**config.mk**
```make
export PLATFORM = sky130hd
export DESIGN_NAME = me_window_sched
export DESIGN_NICKNAME = d
export VERILOG_FILES = /design/src/rtl/me_window_sched.sv
export SDC_FILE = /design/constraint.sdc
export NUM_CORES = 1
export LEC_CHECK = 0
export ABC_AREA = 0
export ABC_CLOCK_PERIOD_IN_PS = 4000
export CORE_AREA = 2 2 167 169
export CTS_CLUSTER_DIAMETER = 100
export CTS_CLUSTER_SIZE = 20
export DETAILED_ROUTE_END_ITERATION = 10
export DIE_AREA = 0 0 169 171
export GPL_TIMING_DRIVEN = 0
export MAX_ROUTING_LAYER = met4
export PLACE_DENSITY = 0.66
export SLEW_MARGIN = 5
export SYNTH_ARGS = -nofsm -noshare
export SYNTH_HDL_FRONTEND = slang
export SYNTH_SLANG_ARGS = --single-unit
```
**constraint.sdc**
```tcl
create_clock -name clk_i -period 4 [get_ports clk_i]
set_input_delay 0.6 -clock clk_i [delete_from_list [all_inputs] [get_ports clk_i]]
set_output_delay 0.6 -clock clk_i [all_outputs]
set_load 0.005 [all_outputs]
```
**src/rtl/me_window_sched.sv**
```systemverilog
// Search-window sweep sequencer for the 8-column reference-pixel FIFO chain of the ME array.
// Reads WIN_ROWS window rows, feeds the chain and emits skewed per-column valid/row strobes.
module me_window_sched #(
    parameter int BLK_ROWS   = 16,
    parameter int V_CAND     = 8,
    parameter int N_COL      = 8,
    parameter int ROW_W      = 184,
    parameter int ADDR_W     = 5,
    parameter int MEM_LAT    = 1,
    parameter int CHAIN_LAT0 = 1
) (
    input  logic                 clk_i,
    input  logic                 rst_i,
    input  logic                 start_i,
    input  logic [ADDR_W-1:0]    base_addr_i,
    output logic                 busy_o,
    output logic                 done_o,
    output logic                 mem_rd_o,
    output logic [ADDR_W-1:0]    mem_addr_o,
    input  logic [ROW_W-1:0]     mem_data_i,
    output logic [ROW_W-1:0]     fifo_data_o,
    output logic [N_COL-1:0]     col_vld_o,
    output logic [N_COL*5-1:0]   col_row_o,
    output logic [1:0]           state_o
);

    localparam int WIN_ROWS = BLK_ROWS + V_CAND - 1;
    localparam int TAPS     = N_COL + CHAIN_LAT0;
    localparam logic [4:0] LAST_ROW = 5'(WIN_ROWS - 1);

    typedef enum logic [1:0] {
        IDLE  = 2'd0,
        FETCH = 2'd1,
        DRAIN = 2'd2,
        DONE  = 2'd3
    } state_t;

    state_t state;
    state_t state_nxt;

    logic [ADDR_W-1:0] base_q;
    logic [4:0]        rd_cnt;
    logic              fetch;
    logic              rd_last;
    logic              last_seen;

    logic [MEM_LAT-1:0] pipe_vld;
    logic [4:0]         pipe_row [MEM_LAT];
    logic               pipe_out;

    logic [ROW_W-1:0]   fifo_q;
    logic [TAPS-1:0]    line_vld;
    logic [4:0]         line_row [TAPS];

    assign fetch     = (state == FETCH);
    assign rd_last   = (rd_cnt == LAST_ROW);
    assign pipe_out  = pipe_vld[MEM_LAT-1];
    assign last_seen = line_vld[TAPS-1] && (line_row[TAPS-1] == LAST_ROW);

    // start_i is a one-cycle request with no ready: it is taken only while IDLE,
    // any pulse in another state (including DONE) is dropped, never queued.
    always_comb begin
        state_nxt = state;
        case (state)
            IDLE:    if (start_i)   state_nxt = FETCH;
            FETCH:   if (rd_last)   state_nxt = DRAIN;
            DRAIN:   if (last_seen) state_nxt = DONE;
            DONE:                   state_nxt = IDLE;
            default:                state_nxt = IDLE;
        endcase
    end

    always_ff @(posedge clk_i or negedge rst_i) begin
        if (!rst_i) begin
            state <= IDLE;
        end else begin
            state <= state_nxt;
        end
    end

    always_ff @(posedge clk_i or negedge rst_i) begin
        if (!rst_i) begin
            base_q <= '0;
            rd_cnt <= '0;
        end else if (state == IDLE && start_i) begin
            base_q <= base_addr_i;
            rd_cnt <= '0;
        end else if (fetch && !rd_last) begin
            rd_cnt <= rd_cnt + 5'd1;
        end
    end

    // Row index travels with the read-valid bit so the strobes never look at mem_data_i.
    always_ff @(posedge clk_i or negedge rst_i) begin
        if (!rst_i) begin
            pipe_vld <= '0;
            for (int i = 0; i < MEM_LAT; i++) begin
                pipe_row[i] <= '0;
            end
        end else begin
            pipe_vld[0] <= fetch;
            pipe_row[0] <= fetch ? rd_cnt : 5'd0;
            for (int i = 1; i < MEM_LAT; i++) begin
                pipe_vld[i] <= pipe_vld[i-1];
                pipe_row[i] <= pipe_row[i-1];
            end
        end
    end

    // Tap 0 is aligned with fifo_data_o; tap CHAIN_LAT0+k with chain column k.
    always_ff @(posedge clk_i or negedge rst_i) begin
        if (!rst_i) begin
            fifo_q   <= '0;
            line_vld <= '0;
            for (int i = 0; i < TAPS; i++) begin
                line_row[i] <= '0;
            end
        end else begin
            fifo_q      <= pipe_out ? mem_data_i : '0;
            line_vld[0] <= pipe_out;
            line_row[0] <= pipe_out ? pipe_row[MEM_LAT-1] : 5'd0;
            for (int i = 1; i < TAPS; i++) begin
                line_vld[i] <= line_vld[i-1];
                line_row[i] <= line_row[i-1];
            end
        end
    end

    always_comb begin
        col_vld_o = '0;
        col_row_o = '0;
        for (int k = 0; k < N_COL; k++) begin
            col_vld_o[k]       = line_vld[CHAIN_LAT0+k];
            col_row_o[5*k +: 5] = line_row[CHAIN_LAT0+k];
        end
    end

    assign busy_o      = (state != IDLE);
    assign done_o      = (state == DONE);
    assign mem_rd_o    = fetch;
    assign mem_addr_o  = fetch ? (base_q + ADDR_W'(rd_cnt)) : '0;
    assign fifo_data_o = fifo_q;
    assign state_o     = state;

endmodule

```
# Word-level counts from Yosys, hierarchy flattened
# Cells that the tools add are included.
# word_totals
in_bits	192
output_inout_bits	242
wordCells	44
ff_bits	256
# classes
n_reduce_logical	8
add_sub_neg	2
n_mux	10
eq_ne	8
# op_table
operator	n
$mux 184	1
$mux 5	5
$eq 5x5->1 const B	2
$pmux 2 s4	1
$mux 2	3
$add 5x1->5 const B	1
$add 5x5->5	1
$eq 2x2->1 const B	2
$ne 2x2->1 const B	2
$reduce_bool 2->1	2
$logic_and 1x1->1	3
$reduce_and 3->1	1
$eq 2x1->1 const B	1
$logic_not 2->1	1
$ne 2x1->1 const B	1
$logic_not 1->1	1

# Logic depth before layout (Yosys ltp)
# depth
depth_word	5
mapped_depth	7
mapped_depth_nobuf	7

# Least setup slack after synthesis
# Ideal clock, no wire load.
# synth_path
kind	reg-to-output
startpoint	reg rd_cnt[0]
endpoint	out mem_addr_o[4]
t_required_ps	3400
arrival_ps	1437
path_slack_ps	1963
path_stages_with_launch	8
path_buffers	0
path_cell_list	dfrtp_1 > ha_1 > inv_1 > fa_1 > nor2b_1 > o21ai_0 > a21oi_1 > a31o_2
# synth_between
elab_chain_len	2
# synth_rtl
item	line	text
start: declaration	42	logic [4:0] rd_cnt;
start signal: assignment	89	rd_cnt <= rd_cnt + 5'd1;
$add 5x5->5	141	assign mem_addr_o = fetch ? (base_q + ADDR_W'(rd_cnt)) : '0;
$mux 5	141	
end: declaration	19	output logic [ADDR_W-1:0] mem_addr_o,
# No other way between the ends.

# Final worst setup path
# Ends and elaborated chain as after synthesis.

==> impl_metrics.json <==
{
  "nets": 1241,
  "num_io_pins": 434,
  "cp_slowest_cell": "clkdlybuf4s50_1",
  "multi_input_area_um2": 1690,
  "required_ps": 3400,
  "synth_area_per_cell_um2": 14.7,
  "grt_use_total_pct": 16.7,
  "period_share_pct": 80.1,
  "clock_latency_ps": 490,
  "numCtsBuffers": 16,
  "worst-path-buf-inv": 2,
  "postCtsSetupRepairBufs": 0,
  "grt-ovfl-total": 0,
  "power_mw": 7.13,
  "finalCriticalPeriod_ps": 3210,
  "path_class": "reg2out",
  "slowest_delay_ps": 520,
  "cp_cell_sequence": "ha_1 -> inv_1 -> fa_1 -> nor2b_1 -> o21ai_0 -> a21oi_1 -> a31o_2 -> clkdlybuf4s50_1",
  "port_buffers": 433,
  "first_global_vias": 5951,
  "antenna_found_initial": 4,
  "drive_above_1_share_pct": 7.51,
  "cts_tree": "done",
  "max_slew_margin_pct": 42.7,
  "fill_cells": 2428,
  "drt_wl_total_mm": 24.0,
  "clockRootBuffer": "clkbuf_16",
  "setup_viol": 0,
  "die_h_um": 171,
  "syn_inst": 584,
  "holdWs_ps": 31.6,
  "fin_util_pct": 50.7,
  "grt_max_degree": 105,
  "cap_violations": 0,
  "coreArea_um2": 27300,
  "leakage_nw": 6.38,
  "gp_congestion": 0.889,
  "hold_path.class": "in2async",
  "hold_violations": 0,
  "fmax_mhz": 312,
  "viasPerCell": 4.09,
  "cts_hold_buffers": 0,
  "ir_drop_v": 0.000324,
  "dp_hpwl_mm": 18.7,
  "rsz0062_at_grt": "no",
  "crit_path_start_kind": "register",
  "rows": 61,
  "finClkSkew_ps": 18.2,
  "first_pass_iters": 4,
  "synth_cell_types": 27,
  "seq_area_um2": 6410,
  "tightest_slew_ps": 859,
  "drtIter0Drc": 259,
  "yosys_register_bits": 256,
  "end_kind": "output pin",
  "clock-sinks": 256,
  "crit_arrival_ps": 2610,
  "post_cts_resized": 0,
  "syn_to_final_growth_pct": 61.5,
  "final_max_slew_viol_count": 0,
  "netlist_area_um2": 8570,
  "postRouteAntennaNets": 0,
  "drc": 0,
  "status": "finished clean",
  "syn_nets": 788,
  "wire_per_inst_um": 17.3,
  "p_per_area_nw_per_um2": 515,
  "via_count": 5677,
  "totalNegativeSetupSlack_ps": 0,
  "htreeDepth": 1,
  "die-area_um2": 28900,
  "yosysSeqAreaShare_pct": 74.7,
  "start_util_pct": 31.4,
  "fp.dieW_um": 169,
  "clk_path_buf_depth": 3,
  "clk_pin_slew_worst_paths_ps": 80,
  "grt_pass1_wl_mm": 35.0,
  "path_max_fanout": 5,
  "crit_family": "adder cells",
  "yosys_warnings": 0
}
==> final timing paths <==
check | startpoint | to | slack, ps | cells after the start
max | rd_cnt[0] | mem_addr_o[4] | 790 | 8
min | rst_i | fifo_data_o[53] | 30 | 1
max reg2reg | pipe_out | fifo_data_o[81] | 2030 | 3
min reg2reg | line_vld[0] | line_vld[1] | 350 | 0
max in group asynchronous | rst_i | fifo_data_o[79] | 3070 | 2
min in group clk_i | line_vld[0] | line_vld[1] | 350 | 0
==> metrics by stage <==
step / cell area, um^2 / setup slack (ps) / cells
5_1_grt: 13800 / 604 / 1388
4_1_cts: 13800 / 744 / 1384
2_1_floorplan: 8570 / 1960 / 584
3_5_place_dp: 13400 / 1290 / 1365
6_report: 13800 / 795 / 1388
3_3_place_gp: 13300 / -8570 / 1363
==> cell families (layout without fill, tap and decap cells) <==
| group | Yosys count | count (layout) | share of synthesized area, % |
|---|---|---|---|
| AND/OR/NAND/NOR | 215 | 215 | 15.7 |
| other | 0 | 4 | 0 |
| AO/OA/AOI/OAI | 11 | 11 | 0.890 |
| adder cells (fa/ha/maj) | 12 | 12 | 1.84 |
| buffers and inverters | 79 | 533 | 5.56 |
| XOR/XNOR | 6 | 6 | 0.613 |
| multiplexers | 5 | 5 | 0.657 |
| flip-flops | 256 | 256 | 74.7 |
==> cells in the mapped netlist <==
| library cell | instances | area share, % |
|---|---|---|
| and2_2 | 1 | 0.088 |
| xnor2_1 | 4 | 0.41 |
| a21o_1 | 1 | 0.088 |
| nor3b_1 | 1 | 0.088 |
| and2_1 | 195 | 14 |
| ha_1 | 11 | 1.6 |
| a311oi_1 | 1 | 0.10 |
| mux2_1 | 1 | 0.13 |
| mux2_2 | 4 | 0.53 |
| nor4bb_1 | 1 | 0.12 |
| nor2b_1 | 4 | 0.29 |
| and3_2 | 1 | 0.088 |
| fa_1 | 1 | 0.23 |
| nor2_1 | 3 | 0.13 |
| clkbuf_1 | 21 | 0.92 |
| buf_4 | 48 | 4.2 |
| xor2_1 | 2 | 0.20 |
| inv_1 | 10 | 0.44 |
| o21ai_0 | 3 | 0.18 |
| nand3_1 | 4 | 0.23 |
| nand4b_4 | 1 | 0.28 |
| a222oi_1 | 1 | 0.12 |
| o32a_2 | 1 | 0.13 |
| a31o_2 | 1 | 0.10 |
| a21oi_1 | 3 | 0.18 |
| nand2_1 | 4 | 0.18 |
| dfrtp_1 | 256 | 75 |
==> cell usage in the layout, fill, tap and decap left out <==
| cell | Yosys | routed |
|---|---|---|
| a21o_1 | 1 | 1 |
| a21oi_1 | 3 | 3 |
| a222oi_1 | 1 | 1 |
| a311oi_1 | 1 | 1 |
| a31o_2 | 1 | 1 |
| and2_1 | 195 | 195 |
| and2_2 | 1 | 1 |
| and3_2 | 1 | 1 |
| buf_16 | 0 | 2 |
| buf_4 | 48 | 48 |
| buf_8 | 0 | 1 |
| clkbuf_1 | 21 | 22 |
| clkbuf_16 | 0 | 17 |
| clkdlybuf4s50_1 | 0 | 432 |
| clkinv_2 | 0 | 1 |
| dfrtp_1 | 256 | 256 |
| diode_2 | 0 | 4 |
| fa_1 | 1 | 1 |
| ha_1 | 11 | 11 |
| inv_1 | 10 | 10 |
| mux2_1 | 1 | 1 |
| mux2_2 | 4 | 4 |
| nand2_1 | 4 | 4 |
| nand3_1 | 4 | 4 |
| nand4b_4 | 1 | 1 |
| nor2_1 | 3 | 3 |
| nor2b_1 | 4 | 4 |
| nor3b_1 | 1 | 1 |
| nor4bb_1 | 1 | 1 |
| o21ai_0 | 3 | 3 |
| o32a_2 | 1 | 1 |
| xnor2_1 | 4 | 4 |
| xor2_1 | 2 | 2 |
==> state kept, by name, summed over array words and instances, names as in the netlist <==
signal / count
line_row: 5
state_o: 2
rd_cnt: 5
line_vld: 9
pipe_row: 5
fifo_data_o: 184
base_q: 5
col_row_o: 40
pipe_out: 1
==> routing by layer <==
metal	track usage [%]	vias up	routed length (um)
li1	-	2647	-
met3	5.83	32	2310
met1	18.2	2732	8980
met5	-	-	0
met4	4.42	0	455
met2	29.1	266	12300
==> final cells by class <==
type	instances	share of cell area, %
diodes	4	0.0723
plain buffers	69	3.17
clock buffers	18	3.10
clock inverters	1	0.0362
inverters	10	0.271
multi-input cells	249	12.2
flip-flops and latches	256	46.3
well taps	346	3.13
repair buffers	435	31.7
==> worst register-to-register path, delay by kind of cell (launching register included) <==
kind | cells | cell delay (ps)
buffers and inverters | 2 | 990
and+or+nand+nor | 1 | 280
DFF | 1 | 630
==> power by group <==
part           switching (mW)  internal, mW  total (mW)
clock                   0.819         0.763        1.58
sequential              0.198          3.10        3.29
combinational           0.875          1.38        2.26
total                    1.89          5.24        7.13
Note: power is estimated with default switching activity, not from simulation.
